<file path="src/rtl/response_router_pkg.sv">
// response_router_pkg: shared widths, response record and the saturating drop-count helper.
// RESP_PORT_SEL_BIT is the in_id bit that picks the destination port (0 = port 1, 1 = port 2).
package response_router_pkg;
  localparam int DATA_WIDTH = 16;
  localparam int ID_WIDTH = 8;
  localparam int RESP_PORT_SEL_BIT = ID_WIDTH - 1;
  localparam int RESP_WIDTH = DATA_WIDTH + ID_WIDTH;
  localparam logic [7:0] DROP_CNT_MAX = 8'hff;
  typedef struct packed {
    logic [DATA_WIDTH-1:0] data;
    logic [ID_WIDTH-1:0] id;
  } resp_t;
  function automatic logic [7:0] sat_inc(input logic [7:0] v);
    return v == DROP_CNT_MAX ? v : v + 8'd1;
  endfunction
endpackage

</file>
<file path="src/rtl/resp_fifo.sv">
// resp_fifo: power-of-two deep FIFO with occupancy count; a push while full is taken only alongside a pop.
// Pointers wrap naturally because DEPTH is a power of two.
module resp_fifo #(
  parameter int DEPTH = 4,
  parameter int WIDTH = 8
) (
  input  logic                   clk,
  input  logic                   reset,
  input  logic                   push,
  input  logic                   pop,
  input  logic [WIDTH-1:0]       wdata,
  output logic [WIDTH-1:0]       rdata,
  output logic                   full,
  output logic                   empty,
  output logic [$clog2(DEPTH):0] count
);
  localparam int AW = $clog2(DEPTH);
  localparam int CW = AW + 1;
  logic [WIDTH-1:0] mem_q [DEPTH];
  logic [WIDTH-1:0] mem_d [DEPTH];
  logic [AW-1:0] rd_ptr_q, rd_ptr_d, wr_ptr_q, wr_ptr_d;
  logic [CW-1:0] count_q, count_d;
  logic do_push, do_pop;
  assign empty = count_q == '0;
  assign full = count_q == CW'(DEPTH);
  assign count = count_q;
  assign rdata = mem_q[rd_ptr_q];
  always_comb begin
    do_pop = pop && !empty;
    do_push = push && (!full || do_pop);
    mem_d = mem_q;
    if (do_push) mem_d[wr_ptr_q] = wdata;
    wr_ptr_d = do_push ? wr_ptr_q + AW'(1) : wr_ptr_q;
    rd_ptr_d = do_pop ? rd_ptr_q + AW'(1) : rd_ptr_q;
    count_d = count_q + CW'(do_push) - CW'(do_pop);
  end
  always_ff @(posedge clk or posedge reset) begin
    if (reset) begin
      mem_q <= '{default: '0};
      rd_ptr_q <= '0;
      wr_ptr_q <= '0;
      count_q <= '0;
    end else begin
      mem_q <= mem_d;
      rd_ptr_q <= rd_ptr_d;
      wr_ptr_q <= wr_ptr_d;
      count_q <= count_d;
    end
  end
endmodule

</file>
<file path="src/rtl/response_router.sv">
// response_router: steers responses by in_id MSB into two stallable output FIFOs, dropping pushes into a full, non-popping FIFO.
// Optional saturating drop_count port and counter are built only when RESP_DROP_CNT_EN is defined.
module response_router
  import response_router_pkg::*;
#(
  parameter int FIFO_DEPTH = 4
) (
  input  logic                  clk,
  input  logic                  reset,
  input  logic [DATA_WIDTH-1:0] in_data,
  input  logic [ID_WIDTH-1:0]   in_id,
  input  logic                  in_valid,
  output logic                  out_almost_full,
  output logic [DATA_WIDTH-1:0] out_data_1,
  output logic [ID_WIDTH-1:0]   out_id_1,
  output logic                  out_valid_1,
  input  logic                  in_stall_1,
  output logic [DATA_WIDTH-1:0] out_data_2,
  output logic [ID_WIDTH-1:0]   out_id_2,
  output logic                  out_valid_2,
  input  logic                  in_stall_2
`ifdef RESP_DROP_CNT_EN
  ,
  output logic [7:0]            drop_count
`endif
);
  localparam int CW = $clog2(FIFO_DEPTH) + 1;
  logic sel_2, push_1, push_2, pop_1, pop_2, full_1, full_2, empty_1, empty_2;
  logic [CW-1:0] count_1, count_2;
  resp_t wr, rd_1, rd_2;
  always_comb begin
    wr = '{data: in_data, id: in_id};
    sel_2 = in_id[RESP_PORT_SEL_BIT];
    pop_1 = !empty_1 && !in_stall_1;
    pop_2 = !empty_2 && !in_stall_2;
    push_1 = in_valid && !sel_2 && (!full_1 || pop_1);
    push_2 = in_valid && sel_2 && (!full_2 || pop_2);
  end
  resp_fifo #(.DEPTH(FIFO_DEPTH), .WIDTH(RESP_WIDTH)) u_fifo_1 (
    .clk(clk), .reset(reset), .push(push_1), .pop(pop_1), .wdata(wr), .rdata(rd_1),
    .full(full_1), .empty(empty_1), .count(count_1)
  );
  resp_fifo #(.DEPTH(FIFO_DEPTH), .WIDTH(RESP_WIDTH)) u_fifo_2 (
    .clk(clk), .reset(reset), .push(push_2), .pop(pop_2), .wdata(wr), .rdata(rd_2),
    .full(full_2), .empty(empty_2), .count(count_2)
  );
  assign out_valid_1 = !empty_1;
  assign out_data_1 = rd_1.data;
  assign out_id_1 = rd_1.id;
  assign out_valid_2 = !empty_2;
  assign out_data_2 = rd_2.data;
  assign out_id_2 = rd_2.id;
  assign out_almost_full = count_1 >= CW'(FIFO_DEPTH - 1) || count_2 >= CW'(FIFO_DEPTH - 1);
`ifdef RESP_DROP_CNT_EN
  logic drop;
  logic [7:0] drop_cnt_q, drop_cnt_d;
  assign drop_count = drop_cnt_q;
  always_comb begin
    drop = in_valid && (sel_2 ? full_2 && !pop_2 : full_1 && !pop_1);
    drop_cnt_d = drop ? sat_inc(drop_cnt_q) : drop_cnt_q;
  end
  always_ff @(posedge clk or posedge reset) begin
    if (reset) drop_cnt_q <= '0;
    else drop_cnt_q <= drop_cnt_d;
  end
`endif
endmodule

</file>
<file path="config.mk">
export PLATFORM = sky130hd
export DESIGN_NAME = response_router
export DESIGN_NICKNAME = d
export VERILOG_FILES = /design/src/rtl/response_router_pkg.sv /design/src/rtl/resp_fifo.sv /design/src/rtl/response_router.sv
export SDC_FILE = /design/constraint.sdc
export NUM_CORES = 1
export LEC_CHECK = 0
export CELL_PAD_IN_SITES_DETAIL_PLACEMENT = 0
export CELL_PAD_IN_SITES_GLOBAL_PLACEMENT = 2
export CORE_UTILIZATION = 46
export DETAILED_ROUTE_END_ITERATION = 12
export PLACE_DENSITY = 0.94
export RECOVER_POWER = 25
export SLEW_MARGIN = 20
export SYNTH_ARGS = -nofsm -noshare
export SYNTH_HDL_FRONTEND = slang
export SYNTH_HIERARCHICAL = 1
export SYNTH_SLANG_ARGS = --single-unit
</file>
<file path="constraint.sdc">
create_clock -name clk -period 7.7 [get_ports clk]
set_input_delay 1.54 -clock clk [delete_from_list [all_inputs] [get_ports clk]]
set_output_delay 1.54 -clock clk [all_outputs]
set_load 0.02 [all_outputs]
</file>
==> run metrics, run 1 <==
Largest stage delay, worst path 1.01 ns; detailed-route wire length 19,600 um; core footprint 0.0195 mm^2; final hold violation count 0; maximum number of pins on one net before global-route repair 68; number of warnings issued by yosys 6; post-detail-place hpwl 12,700 um; total of buffers placed on input and output ports 79; worst hold path class flop to flop; via count of the first global-routing pass 5,738; master cell of the clock root buffer sky130_fd_sc_hd__clkbuf_16; Post-CTS Repair Setup Buffers 0; netlist area before placement 0.00922 mm^2; Final setup violation count 0; number of antenna violations at the first check in global routing 0; Initial Util 0.472; CTS buffer count 22; arrival time at the worst endpoint 2.76 ns; aggregate global-route resource usage 0.206; setup repair after global routing missed its margin false; grt total ovfl 0; Worst Setup Path Type flop to output port; clock-pin slew on the worst setup and hold paths 0.06 ns; average detailed-routed wire length per instance 21.4 um; critical-path cell list mux4_2 > clkdlybuf4s50_1; Min Hold Slack 0.502 ns; number of iterations in the first detailed-routing pass 4; Fin Setup TNS 0 ns; die boundary height 144 um; cell area power density 498 mW/mm^2; leading cell type in the layout, fill and taps excluded sky130_fd_sc_hd__dfrtp_1; violations in the final reports capacitance limit, slew limit; Final Max Tran Viols 87; Critical Path Slowest Stage Cell sky130_fd_sc_hd__dfrtp_2; count of nets left with antenna violations after detail routing 0; DRC violations left 0; number of DRC violations after detailed-routing iteration 0 226; sort of element at the end of the critical path output port; num ports 80; number of antenna cells inserted 0; worst-path maximum fanout 26; Synth cell types 26; leakage power total 4.54 nW; detailed-route vias per instance 5.41; Net count, final 680; number of sinks driven by the clock tree 206; critical path data required time 6.16 ns; fin crit period 4.30 ns; remaining max-slew budget at the tightest pin -0.522; run status finished, violations left; upper clock frequency limit 0.233 GHz; site row count 51; clk buf depth 3; register bit total from synthesis 206; Net Count, Synth 593; share of synthesized area occupied by flip-flops and latches 0.559; clock latency on the worst-skew pair 0.50 ns; layout cells sized above 1 0.461; number of hold-repair buffers added at the cts stage 0; Layout area overhead 18.8%; TritonCTS clock tree yes; global-route wire length before repair 32,000 um; Final Wtd Congestion 0.729; maximum level of the CTS H-tree 1; post-CTS resize count 0; Setup crit start kind flop; Max IR drop VDD 212 uV; chip width 144 um; per-instance average area after synthesis 16.7 um^2; Worst Clk Skew 0.0102 ns; die footprint 0.0206 mm^2; highest-count cells in the layout ignoring fill and taps sky130_fd_sc_hd__dfrtp_1 (204), sky130_fd_sc_hd__mux2_2 (194), sky130_fd_sc_hd__clkdlybuf4s50_1 (76); via total after detailed routing 4,970; slew at the pin closest to its max-slew limit 2.27 ns; number of fillers in the final layout 1,536; MaxCap Viol Count 2; synthesized instance count 551; Final period util 0.558
==> worst max-delay path, delay by kind of cell, from the launching register on <==
family	cells	cell delay [ns]
muxes	1	0.64
DFF	1	1.01
buffers and inverters	1	0.60
==> layout make-up <==
cell class | instances | area, um^2 | area share
Clock buffer | 30 | 632 | 0.0577
Tap cell | 265 | 332 | 0.0303
Multi-Input combinational cell | 304 | 3750 | 0.343
Sequential cell | 206 | 5160 | 0.471
Inverter | 13 | 51.3 | 0.00468
Clock inverter | 9 | 145 | 0.0133
Timing Repair Buffer | 91 | 881 | 0.0804
==> Yosys cell counts <==
cell | number | area, um^2
sky130_fd_sc_hd__dfrtp_1 | 206 | 5150
sky130_fd_sc_hd__mux2_2 | 194 | 2180
sky130_fd_sc_hd__mux4_2 | 48 | 1080
sky130_fd_sc_hd__buf_6 | 16 | 180
sky130_fd_sc_hd__inv_1 | 13 | 48.8
sky130_fd_sc_hd__ha_1 | 11 | 138
sky130_fd_sc_hd__nand2_1 | 11 | 41.3
sky130_fd_sc_hd__xnor2_1 | 9 | 78.8
sky130_fd_sc_hd__nor2_2 | 8 | 50.1
sky130_fd_sc_hd__buf_2 | 6 | 30.0
sky130_fd_sc_hd__clkbuf_1 | 4 | 15.0
sky130_fd_sc_hd__nand2b_1 | 3 | 18.8
sky130_fd_sc_hd__nor2_1 | 3 | 11.3
sky130_fd_sc_hd__buf_1 | 2 | 7.51
sky130_fd_sc_hd__fa_1 | 2 | 40.0
sky130_fd_sc_hd__nor3_1 | 2 | 10.0
sky130_fd_sc_hd__nor3b_1 | 2 | 15.0
sky130_fd_sc_hd__nor4b_4 | 2 | 47.6
sky130_fd_sc_hd__o21ai_1 | 2 | 10.0
sky130_fd_sc_hd__a211oi_1 | 1 | 7.51
sky130_fd_sc_hd__and3_1 | 1 | 6.26
sky130_fd_sc_hd__and3b_1 | 1 | 8.76
sky130_fd_sc_hd__mux2i_1 | 1 | 10.0
sky130_fd_sc_hd__nand3b_1 | 1 | 7.51
sky130_fd_sc_hd__o31a_1 | 1 | 8.76
sky130_fd_sc_hd__xor2_1 | 1 | 8.76
==> final timing paths <==
kind	startpoint	to	slack, ns	cells past startpoint
min in group asynchronous	reset	u_fifo_1/mem_q[7]	1.95	2
max in group asynchronous	reset	u_fifo_2/mem_q[75]	3.98	3
worst min-delay path	u_fifo_2/mem_q[4]	u_fifo_2/mem_q[4]	0.50	1
worst max register to register	u_fifo_1/count[1]	u_fifo_1/count[1]	4.26	9
worst min register to register	u_fifo_2/mem_q[4]	u_fifo_2/mem_q[4]	0.50	1
worst max-delay path	u_fifo_2/rd_ptr_q[0]	out_data_2[12]	3.40	2
==> registers in the layout, summed over array words and instances, names as in the netlist <==
register           flops
u_fifo_1/count         3
u_fifo_1/rd_ptr_q      2
u_fifo_2/wr_ptr_q      2
u_fifo_2/rd_ptr_q      2
u_fifo_2/mem_q        96
u_fifo_1/mem_q        96
u_fifo_1/wr_ptr_q      2
u_fifo_2/count         3
==> report_power, final <==
| part | internal [mW] | switching (mW) | total [mW] | leakage, nW |
|---|---|---|---|---|
| Combinational | 1.35 | 0.949 | 2.30 | 1.68 |
| Sequential | 1.63 | 0.400 | 2.03 | 2.47 |
| Clock | 0.707 | 0.414 | 1.12 | 0.386 |
| Total | 3.69 | 1.76 | 5.45 | 4.54 |
==> through the flow <==
stage / power [mW] / setup WS [ns] / instances / instance area, um^2 / util
final: 5.45 / 3.40 / 918 / 11000 / 0.561
after global routing: 5.76 / 3.27 / 918 / 11000 / 0.561
after CTS: 5.53 / 3.32 / 918 / 11000 / 0.563
after detailed placement: 4.39 / 3.50 / 879 / 10200 / 0.523
after global placement: 4.28 / 3.55 / 879 / 10200 / 0.523
after floorplan: 3.51 / 3.46 / 551 / 9220 / -
==> routing by layer <==
| layer | global-route usage | vias to the layer above | wire [um] |
|---|---|---|---|
| met3 | 0.0257 | 24 | 639 |
| met5 | 0 | - | 0 |
| met1 | 0.281 | 2664 | 8760 |
| met2 | 0.351 | 89 | 9910 |
| met4 | 0.0504 | 0 | 293 |
| li1 | - | 2193 | - |
==> kinds of logic after synthesis <==
group / synth area share
compound gates: 0.00285
xor+xnor: 0.00950
fa+ha+maj: 0.0193
buf+inv: 0.0305
flops: 0.559
mux: 0.355
simple gates: 0.0235
(Power assumes the default switching activity.)
==> run 2, diff against run 1 <==
Settings changed: CORE_UTILIZATION 46 to 43, PLACE_DENSITY 0.94 to 0.9.
Clock period 7.7 ns to 4.2 ns, I/O delays scaled along.
==> run 2 against run 1 <==
Compared with the run above:
- the flow still finishes with violations (capacitance limit, slew limit)
- power up 81%
- first-iteration DRC count up 5.3%
- clock skew up 0.0049 ns
- cell area up 0.47%
- hold slack worse by 0.0011 ns
- final cell count up 1.3%
- count of clock-buffer cells in the layout up 4
- via count up 1.0%
- critical path depth up 1
- register-to-register slack worse by 2.8 ns
- sequential share of layout area down 0.22 points
- critical path type unchanged
- critical endpoint is now out_id_2[7]
- highest routed layer unchanged
==> run metrics, run 2 (same netlist as run 1, synthesis figures left out) <==
highest-count cells in the layout ignoring fill and taps sky130_fd_sc_hd__dfrtp_1 (204), sky130_fd_sc_hd__mux2_2 (194), sky130_fd_sc_hd__clkdlybuf4s50_1 (77); largest registers u_fifo_1/mem_q x96, u_fifo_2/mem_q x96; num ports 80 (unchanged); global-route wire length before repair 31,500 um (-1.6%); Inst Count DP 893 (+1.6%); Initial Util 0.439 (-0.0336); die boundary height 148 um (+3.4%); leading cell type in the layout, fill and taps excluded sky130_fd_sc_hd__dfrtp_1; die footprint 0.0220 mm^2 (+6.9%); aggregate global-route resource usage 0.185 (-0.0205); maximum level of the CTS H-tree 1 (unchanged); total of buffers placed on input and output ports 79 (unchanged); Final period util 0.822; MaxCap Viol Count 2 (unchanged); post-CTS resize count 0 (unchanged); sort of element at the end of the critical path output port; final hold violation count 0 (unchanged); remaining max-slew budget at the tightest pin -0.599 (-0.0767); detailed-route vias per instance 5.40 (-0.26%); Net count, final 683 (+0.44%); Final Max Tran Viols 142 (+63%); Setup crit start kind flop; number of sinks driven by the clock tree 206 (unchanged); number of hold-repair buffers added at the cts stage 0 (unchanged); number of fillers in the final layout 1,654 (+7.7%); Final setup violation count 0 (unchanged); layout cells sized above 1 0.464 (+0.00317); clock-pin slew on the worst setup and hold paths 0.06 ns (about the same); worst-path maximum fanout 14 (-46%); CTS buffer count 21 (-4.5%); Setup WS post-layout 0.749 ns (-2.65 ns); cell area power density 896 mW/mm^2 (+80%); Final Wtd Congestion 0.711 (-2.5%); site row count 53 (+3.9%); Layout area overhead 19.3%; number of antenna violations at the first check in global routing 0 (unchanged); Worst Setup Path Type flop to output port; grt total ovfl 0 (unchanged); number of antenna cells inserted 0 (unchanged); violations in the final reports capacitance limit, slew limit; core footprint 0.0210 mm^2 (+7.7%); arrival time at the worst endpoint 2.61 ns (-0.15 ns); number of cells traversed by the worst register-to-register path 9 (unchanged); clk buf depth 3 (unchanged); Worst Clk Skew 0.0151 ns (+0.00486 ns); number of iterations in the first detailed-routing pass 4 (unchanged); via total after detailed routing 5,022 (+1.0%); TritonCTS clock tree yes; clock latency on the worst-skew pair 0.50 ns (about the same); number of DRC violations after detailed-routing iteration 0 238 (+5.3%); Storage cell area 0.00516 mm^2 (unchanged); critical path data required time 3.36 ns (-2.80 ns); worst hold path class flop to flop; power consumption 9.86 mW (+81%); Fin Setup TNS 0 ns (unchanged); detailed-route wire length 19,400 um (-1.1%); average detailed-routed wire length per instance 20.9 um (-2.3%); post-detail-place hpwl 12,700 um (+0.17%); DRC violations left 0 (unchanged); maximum number of pins on one net before global-route repair 90 (+32%); DP Worst Slack 0.938 ns (-2.56 ns); setup repair after global routing missed its margin false; Max IR drop VDD 282 uV (+33%); number of cells in the finished layout apart from fillers 930 (+1.3%); fin crit period 3.45 ns; Post-CTS Repair Setup Buffers 0 (unchanged); multi-input combinational cell area 0.00379 mm^2 (+0.93%); hold-critical path depth 1 (unchanged); master cell of the clock root buffer sky130_fd_sc_hd__clkbuf_16; leakage power total 4.54 nW (+0.15%); upper clock frequency limit 0.290 GHz; chip width 148 um (+3.4%); slew at the pin closest to its max-slew limit 2.39 ns (+0.114 ns); via count of the first global-routing pass 5,824 (+1.5%); count of nets left with antenna violations after detail routing 0 (unchanged); run status finished, violations left
## run 2: layout make-up
cell class,count,area share
Timing Repair Buffer,95,0.0873
Multi-Input combinational cell,304,0.344
Inverter,13,0.00489
Tap cell,275,0.0313
Clock buffer,34,0.0595
Sequential cell,206,0.469
Clock inverter,3,0.00398
## run 2: critical path: stages (launching register included)
cell and delay [ns]:
sky130_fd_sc_hd__dfrtp_2 0.71, sky130_fd_sc_hd__buf_12 0.24, sky130_fd_sc_hd__mux4_2 0.58, sky130_fd_sc_hd__clkdlybuf4s50_1 0.57
## run 2: path summary, 6_finish.rpt
path | slack, ns | to | from
setup / recovery | 0.75 | out_id_2[7] | u_fifo_2/rd_ptr_q[0]
hold / removal | 0.50 | u_fifo_2/mem_q[36] | u_fifo_2/mem_q[36]
setup reg to reg | 1.48 | u_fifo_1/count[1] | u_fifo_1/count[1]
hold reg to reg | 0.50 | u_fifo_2/mem_q[36] | u_fifo_2/mem_q[36]
max in group asynchronous | 1.46 | u_fifo_2/rd_ptr_q[0] | reset
min in group asynchronous | 1.42 | u_fifo_1/mem_q[27] | reset
## run 2: routing by layer
layer | routed length, um | vias up | GRT usage
met1 | 8040 | 2721 | 0.235
met2 | 10400 | 76 | 0.329
met3 | 601 | 28 | 0.0236
met4 | 394 | 0 | 0.0572
met5 | 0 | - | 0
li1 | - | 2197 | -
## run 2: through the flow
stage / utilization / cell area [um^2] / hold slack (ns)
finish: 0.523 / 11000 / 0.501
global route: 0.523 / 11000 / 0.516
CTS: 0.523 / 11000 / 0.505
detailed placement: 0.490 / 10300 / 0.491
global placement: 0.490 / 10300 / 0.483
floorplan: - / 9220 / 0.475
## run 2: power by group
group | switching (mW) | leakage [nW] | internal [mW]
Sequential | 0.650 | 2.47 | 3.00
Combinational | 1.83 | 1.72 | 2.53
Clock | 0.728 | 0.345 | 1.12
==> run 3, diff against run 2 <==
Settings changed: CORE_UTILIZATION 43 to 39, PLACE_DENSITY 0.9 to 0.86.
Clock period 4.2 ns to 3.08 ns, I/O delays scaled along.
==> run 3 against run 2 <==
Compared with the run above:
- sequential share of layout area down 1.0 points
- register-to-register slack lost 1.2 ns
- non-clock buffer count is 10 higher
- highest routed layer unchanged
- the flow now finishes without violations
==> run metrics, run 3 (same netlist as run 1, synthesis figures left out) <==
run status finished clean; number of antenna violations at the first check in global routing 0 (unchanged); Max IR drop VDD 424 uV (+51%); worst hold path class flop to flop; sort of element at the end of the critical path output port; number of sinks driven by the clock tree 206 (unchanged); DRC violations left 0 (unchanged); maximum number of pins on one net before global-route repair 104 (+16%); final hold violation count 0 (unchanged); DP Worst Slack -0.129 ns (-1.07 ns); Worst Setup Path Type flop to output port; CTS buffer count 22 (+4.8%); global-route wire length before repair 32,700 um (+4.1%); leading cell type in the layout, fill and taps excluded sky130_fd_sc_hd__dfrtp_1; critical-path cell list buf_4 > mux4_2 > clkdlybuf4s50_1; site row count 55 (+3.8%); number of cells in the finished layout apart from fillers 981 (+5.5%); Final period util 0.948; clock-pin slew on the worst setup and hold paths 0.06 ns (about the same); Worst Clk Skew 0.00830 ns (-0.00680 ns); post-detail-place hpwl 13,000 um (+2.9%); fin crit period 2.92 ns; number of iterations in the first detailed-routing pass 4 (unchanged); master cell of the clock root buffer sky130_fd_sc_hd__clkbuf_16; Largest stage delay, worst path 0.59 ns (-0.12 ns); summed area of non-filler cells in the final layout 0.0112 mm^2 (+2.2%); Final setup violation count 0 (unchanged); detailed-route wire length 20,000 um (+3.2%); critical path data required time 2.46 ns (-0.90 ns); TritonCTS clock tree yes; Fin Setup TNS 0 ns (unchanged); Final Max Tran Viols 0 (-100%); slew at the pin closest to its max-slew limit 1.44 ns (-0.950 ns); highest-count cells in the layout ignoring fill and taps sky130_fd_sc_hd__dfrtp_1 (204), sky130_fd_sc_hd__mux2_2 (194), sky130_fd_sc_hd__clkdlybuf4s50_1 (78); Final Wtd Congestion 0.737 (+3.6%); Initial Util 0.402 (-0.0363); leakage power total 4.63 nW (+1.9%); upper clock frequency limit 0.342 GHz; die footprint 0.0243 mm^2 (+10%); detailed-route vias per instance 5.21 (-3.5%); number of cells traversed by the worst register-to-register path 10 (+1); num ports 80 (unchanged); Setup WS post-layout 0.160 ns (-0.589 ns); chip width 156 um (+4.9%); worst-path maximum fanout 13 (-1); Setup crit start kind flop; post-CTS resize count 0 (unchanged); Net count, final 694 (+1.6%); post-layout utilization of the core 0.491 (-0.0326); clock latency on the worst-skew pair 0.50 ns (about the same); MaxCap Viol Count 0 (-2); hold-critical path depth 1 (unchanged); remaining max-slew budget at the tightest pin 0.0430 (+0.642); setup repair after global routing missed its margin false; total of buffers placed on input and output ports 79 (unchanged); cell area power density 1230 mW/mm^2 (+38%); die boundary height 156 um (+4.9%); Layout area overhead 22.0%; layout cells sized above 1 0.475 (+0.0104); via total after detailed routing 5,114 (+1.8%); aggregate global-route resource usage 0.175 (-0.0102); power consumption 13.9 mW (+41%); grt total ovfl 0 (unchanged); number of antenna cells inserted 0 (unchanged); clk buf depth 3 (unchanged); core footprint 0.0229 mm^2 (+9.0%); average detailed-routed wire length per instance 20.4 um (-2.2%); Critical Path Slowest Stage Cell sky130_fd_sc_hd__mux4_2; count of nets left with antenna violations after detail routing 0 (unchanged); via count of the first global-routing pass 5,881 (+0.98%); largest registers u_fifo_1/mem_q x96, u_fifo_2/mem_q x96; Min Hold Slack 0.499 ns (-0.00197 ns); Post-CTS Repair Setup Buffers 0 (unchanged); Inst Count DP 939 (+5.2%); arrival time at the worst endpoint 2.30 ns (-0.31 ns); number of hold-repair buffers added at the cts stage 0 (unchanged); standard cell area after detailed placement 0.0105 mm^2 (+1.6%); number of DRC violations after detailed-routing iteration 0 227 (-4.6%); maximum level of the CTS H-tree 1 (unchanged)
-- run 3: cell types whose count changed in the layout (fill, tap and decap cells not counted), sizes merged --
| cell | previous run | this run |
|---|---|---|
| buf | 16 | 24 |
| bufinv | 1 | 5 |
| clkbuf | 34 | 31 |
| clkdlybuf4s50 | 77 | 78 |
| clkinv | 1 | 3 |
| clkinvlp | 2 | 5 |
| dlygate4sd3 | 2 | 1 |
| inv | 12 | 11 |
-- run 3: path summary, 6_finish.rpt --
| check | from | slack, ns | to |
|---|---|---|---|
| setup / recovery | u_fifo_2/rd_ptr_q[0] | 0.16 | out_data_2[13] |
| hold / removal | u_fifo_1/mem_q[20] | 0.50 | u_fifo_1/mem_q[20] |
| setup reg to reg | u_fifo_2/count[1] | 0.26 | u_fifo_2/count[2] |
| hold reg to reg | u_fifo_1/mem_q[20] | 0.50 | u_fifo_1/mem_q[20] |
| max in group asynchronous | reset | 0.79 | u_fifo_1/mem_q[85] |
| min in group asynchronous | reset | 0.61 | u_fifo_1/mem_q[25] |
-- run 3: report_power, final --
group	total [mW]	switching (mW)	internal (mW)	leakage, nW
clock	2.86	1.05	1.81	0.379
sequential	4.84	0.750	4.09	2.47
combinational	6.17	2.67	3.50	1.78
total	13.9	4.47	9.40	4.63
-- run 3: routing by layer --
metal / wire [um] / vias to the layer above / track usage
li1: - / 2220 / -
met5: 0 / - / 0
met1: 8360 / 2782 / 0.216
met2: 10700 / 80 / 0.320
met3: 566 / 32 / 0.0206
met4: 367 / 0 / 0.0537
-- run 3: worst max-delay path: cells and delay by family (launching register included) --
kind	cells	cell delay, ns
buffers and inverters	2	0.86
DFF	1	0.35
muxes	1	0.59
-- run 3: layout make-up --
| cell class | count | area, um^2 |
|---|---|---|
| flip-flops and latches | 206 | 5160 |
| well taps | 313 | 392 |
| clock buffers | 29 | 608 |
| inverters | 13 | 53.8 |
| multi-input cells | 304 | 3800 |
| repair buffers | 105 | 1050 |
| fillers | 1906 | 11700 |
| clock inverters | 11 | 188 |
==> RTL change: new RTL, flow settings as in run 2 <==
The parameter `FIFO_DEPTH` goes from 4 to 8.
--- a/src/rtl/response_router.sv
+++ b/src/rtl/response_router.sv
@@ -5,3 +5,3 @@
 #(
-  parameter int FIFO_DEPTH = 4
+  parameter int FIFO_DEPTH = 8
 ) (
Formal check against the unedited RTL: not equivalent (Yosys sat finds a counterexample within 4 cycles, from zero or initial values and one cycle with reset high).
==> RTL change against run 2 <==
- the flow still finishes with violations (max-capacitance violations, max-slew violations)
- count of clock-buffer cells in the layout increased by 37
- wire length increased by 100%
- setup slack got worse by 260 ps
- cell area increased by 97%
- sequential power increased by 86%
- clock skew decreased by 6.7 ps
- non-clock buffer count increased by 25
- sequential cell count increased by 198
- first-iteration DRC count increased by 130%
- critical path depth increased by 1
- core utilization decreased by 2.1 points
- total power increased by 87%
- area after synthesis increased by 100%
==> RTL change: results (changes against run 2) <==
- Post-DR wirelength/cell: 21.47 microns (was 20.86 microns)
- Switching Fraction: 30.83% (was 32.58%)
- CP max FO: 12 (was 14)
- Initial DRC count: 543 (was 238)
- Post-synthesis sequential area ratio: 53.80% (was 55.91%)
- CTS buffer count: 42 (was 21)
- P_sw: 0.005678 W (was 0.003212 W)
- Vias per inst: 5.399 (was 5.400)
- Worst-skew pair later-pin latency: 540 ps (was 500 ps)
- Nets: 1,258 (was 683)
- Vias in the first global route: 10,814 (was 5,824)
- CP Data Arrival Time: 2870 ps (was 2610 ps)
- Hold worst-path end: u_fifo_1/mem_q[113] (was u_fifo_2/mem_q[36])
- Area contributors post-synth: dfrtp_1 (54%), mux2_2 (24%), mux4_2 (12%) (was dfrtp_1 (56%), mux2_2 (24%), mux4_2 (12%))
- Dpl hpwl: 24,440 microns (was 12,680 microns)
- Synth cell types: 42 (was 26)
- Hold WS: 489.1 ps (was 501.0 ps)
- Slack of the worst reg-to-reg path: 960 ps (was 1480 ps)
- Seq pwr share: 36.8% (was 37.0%)
- Met2 routed WL: 19,010 microns (was 10,360 microns)
- Clock root buffer: clkbuf_16 (unchanged)
- Final setup TNS: 0 ps (unchanged)
- Crit-path leading delay family: buffers and inverters (unchanged)
- Status: finished, violations left (unchanged)
- First-pass GRT wire length: 63,250 microns (was 31,460 microns)
- Area after DPL: 20,210 sq um (was 10,300 sq um)
- Max Slew Vio Count: 347 (was 142)
- Pre-CTS setup slack: 724.7 ps (was 937.7 ps)
- Grt met3 use: 2.676% (was 2.362%)
- R2R cell count: 13 (was 9)
- Leakage power: 9.415 nW (was 4.542 nW)
- FF-to-FF End: u_fifo_1/count[2] (was u_fifo_1/count[1])
- Multiplexer share of the synthesized area: 38.43% (was 35.53%)
- Share of cells above drive strength 1: 53.26% (was 46.41%)
- Largest net degree at the start of global routing: 156 (was 90)
- Routing usage on met1: 26.23% (was 23.52%)
- Syn_nets: 1,165 (was 593)
- Failing checks: max-capacitance violations, max-slew violations (unchanged)
- GR Util All Layers: 18.48% (was 18.52%)
- P_comb: 0.00780 W (was 0.00436 W)
- # Max-Cap Violations: 3 (was 2)
- RePlAce Congestion: 0.7528 (was 0.7114)
- Initial antenna violation count: 0 (unchanged)
- Global-route met2 utilization: 30.16% (was 32.90%)
- Xor and xnor area share after synthesis: 0.5593% (was 0.9499%)
- Largest stage delay on the critical path: 630 ps (was 710 ps)
- Wire length on met3: 1399 microns (was 601 microns)
- WL met1: 18,230 microns (was 8042 microns)
- Top flop regs: u_fifo_1/mem_q: 192 flops, u_fifo_2/mem_q: 192 flops (was u_fifo_1/mem_q: 96 flops, u_fifo_2/mem_q: 96 flops)
- Max-slew headroom: -67.84% (was -59.89%)
- Post-synth top cells: dfrtp_1 (404), mux2_2 (394), mux4_2 (96) (was dfrtp_1 (206), mux2_2 (194), mux4_2 (48))
- # H-tree levels: 2 (was 1)
- Peak VDD IR: 0.2846 mV (was 0.2816 mV)
- Synth Area in Adders: 1.278% (was 1.927%)
- Hold Crit Class: reg -> reg (unchanged)
[RTL change: worst max-delay path by stage]
stage	start	to	slack, ps	cells after the start
floorplan	reset	u_fifo_1/count[0]	740	1
global placement	in_id[7]	u_fifo_2/mem_q[146]	700	6
detailed placement	in_id[7]	u_fifo_2/mem_q[146]	720	6
CTS	u_fifo_2/rd_ptr_q[1]	out_data_2[13]	450	4
global route	u_fifo_2/rd_ptr_q[1]	out_data_2[13]	400	4
finish	u_fifo_2/rd_ptr_q[1]	out_data_2[13]	490	4
[RTL change: layout make-up]
type	count	area [sq um]
clock buffer	71	1384
multi-input combinational	617	8071
timing repair buffer	120	1155
inverter	26	105.1
sequential	404	10110
fill	3549	21440
tap	585	732.0
clock inverter	5	75.07
[RTL change: metrics by stage]
stage | util (%) | instances
after floorplan | - | 1118
after global placement | 46.93 | 1752
after detailed placement | 46.93 | 1752
after CTS | 50.31 | 1828
after global routing | 50.23 | 1828
final | 50.23 | 1828
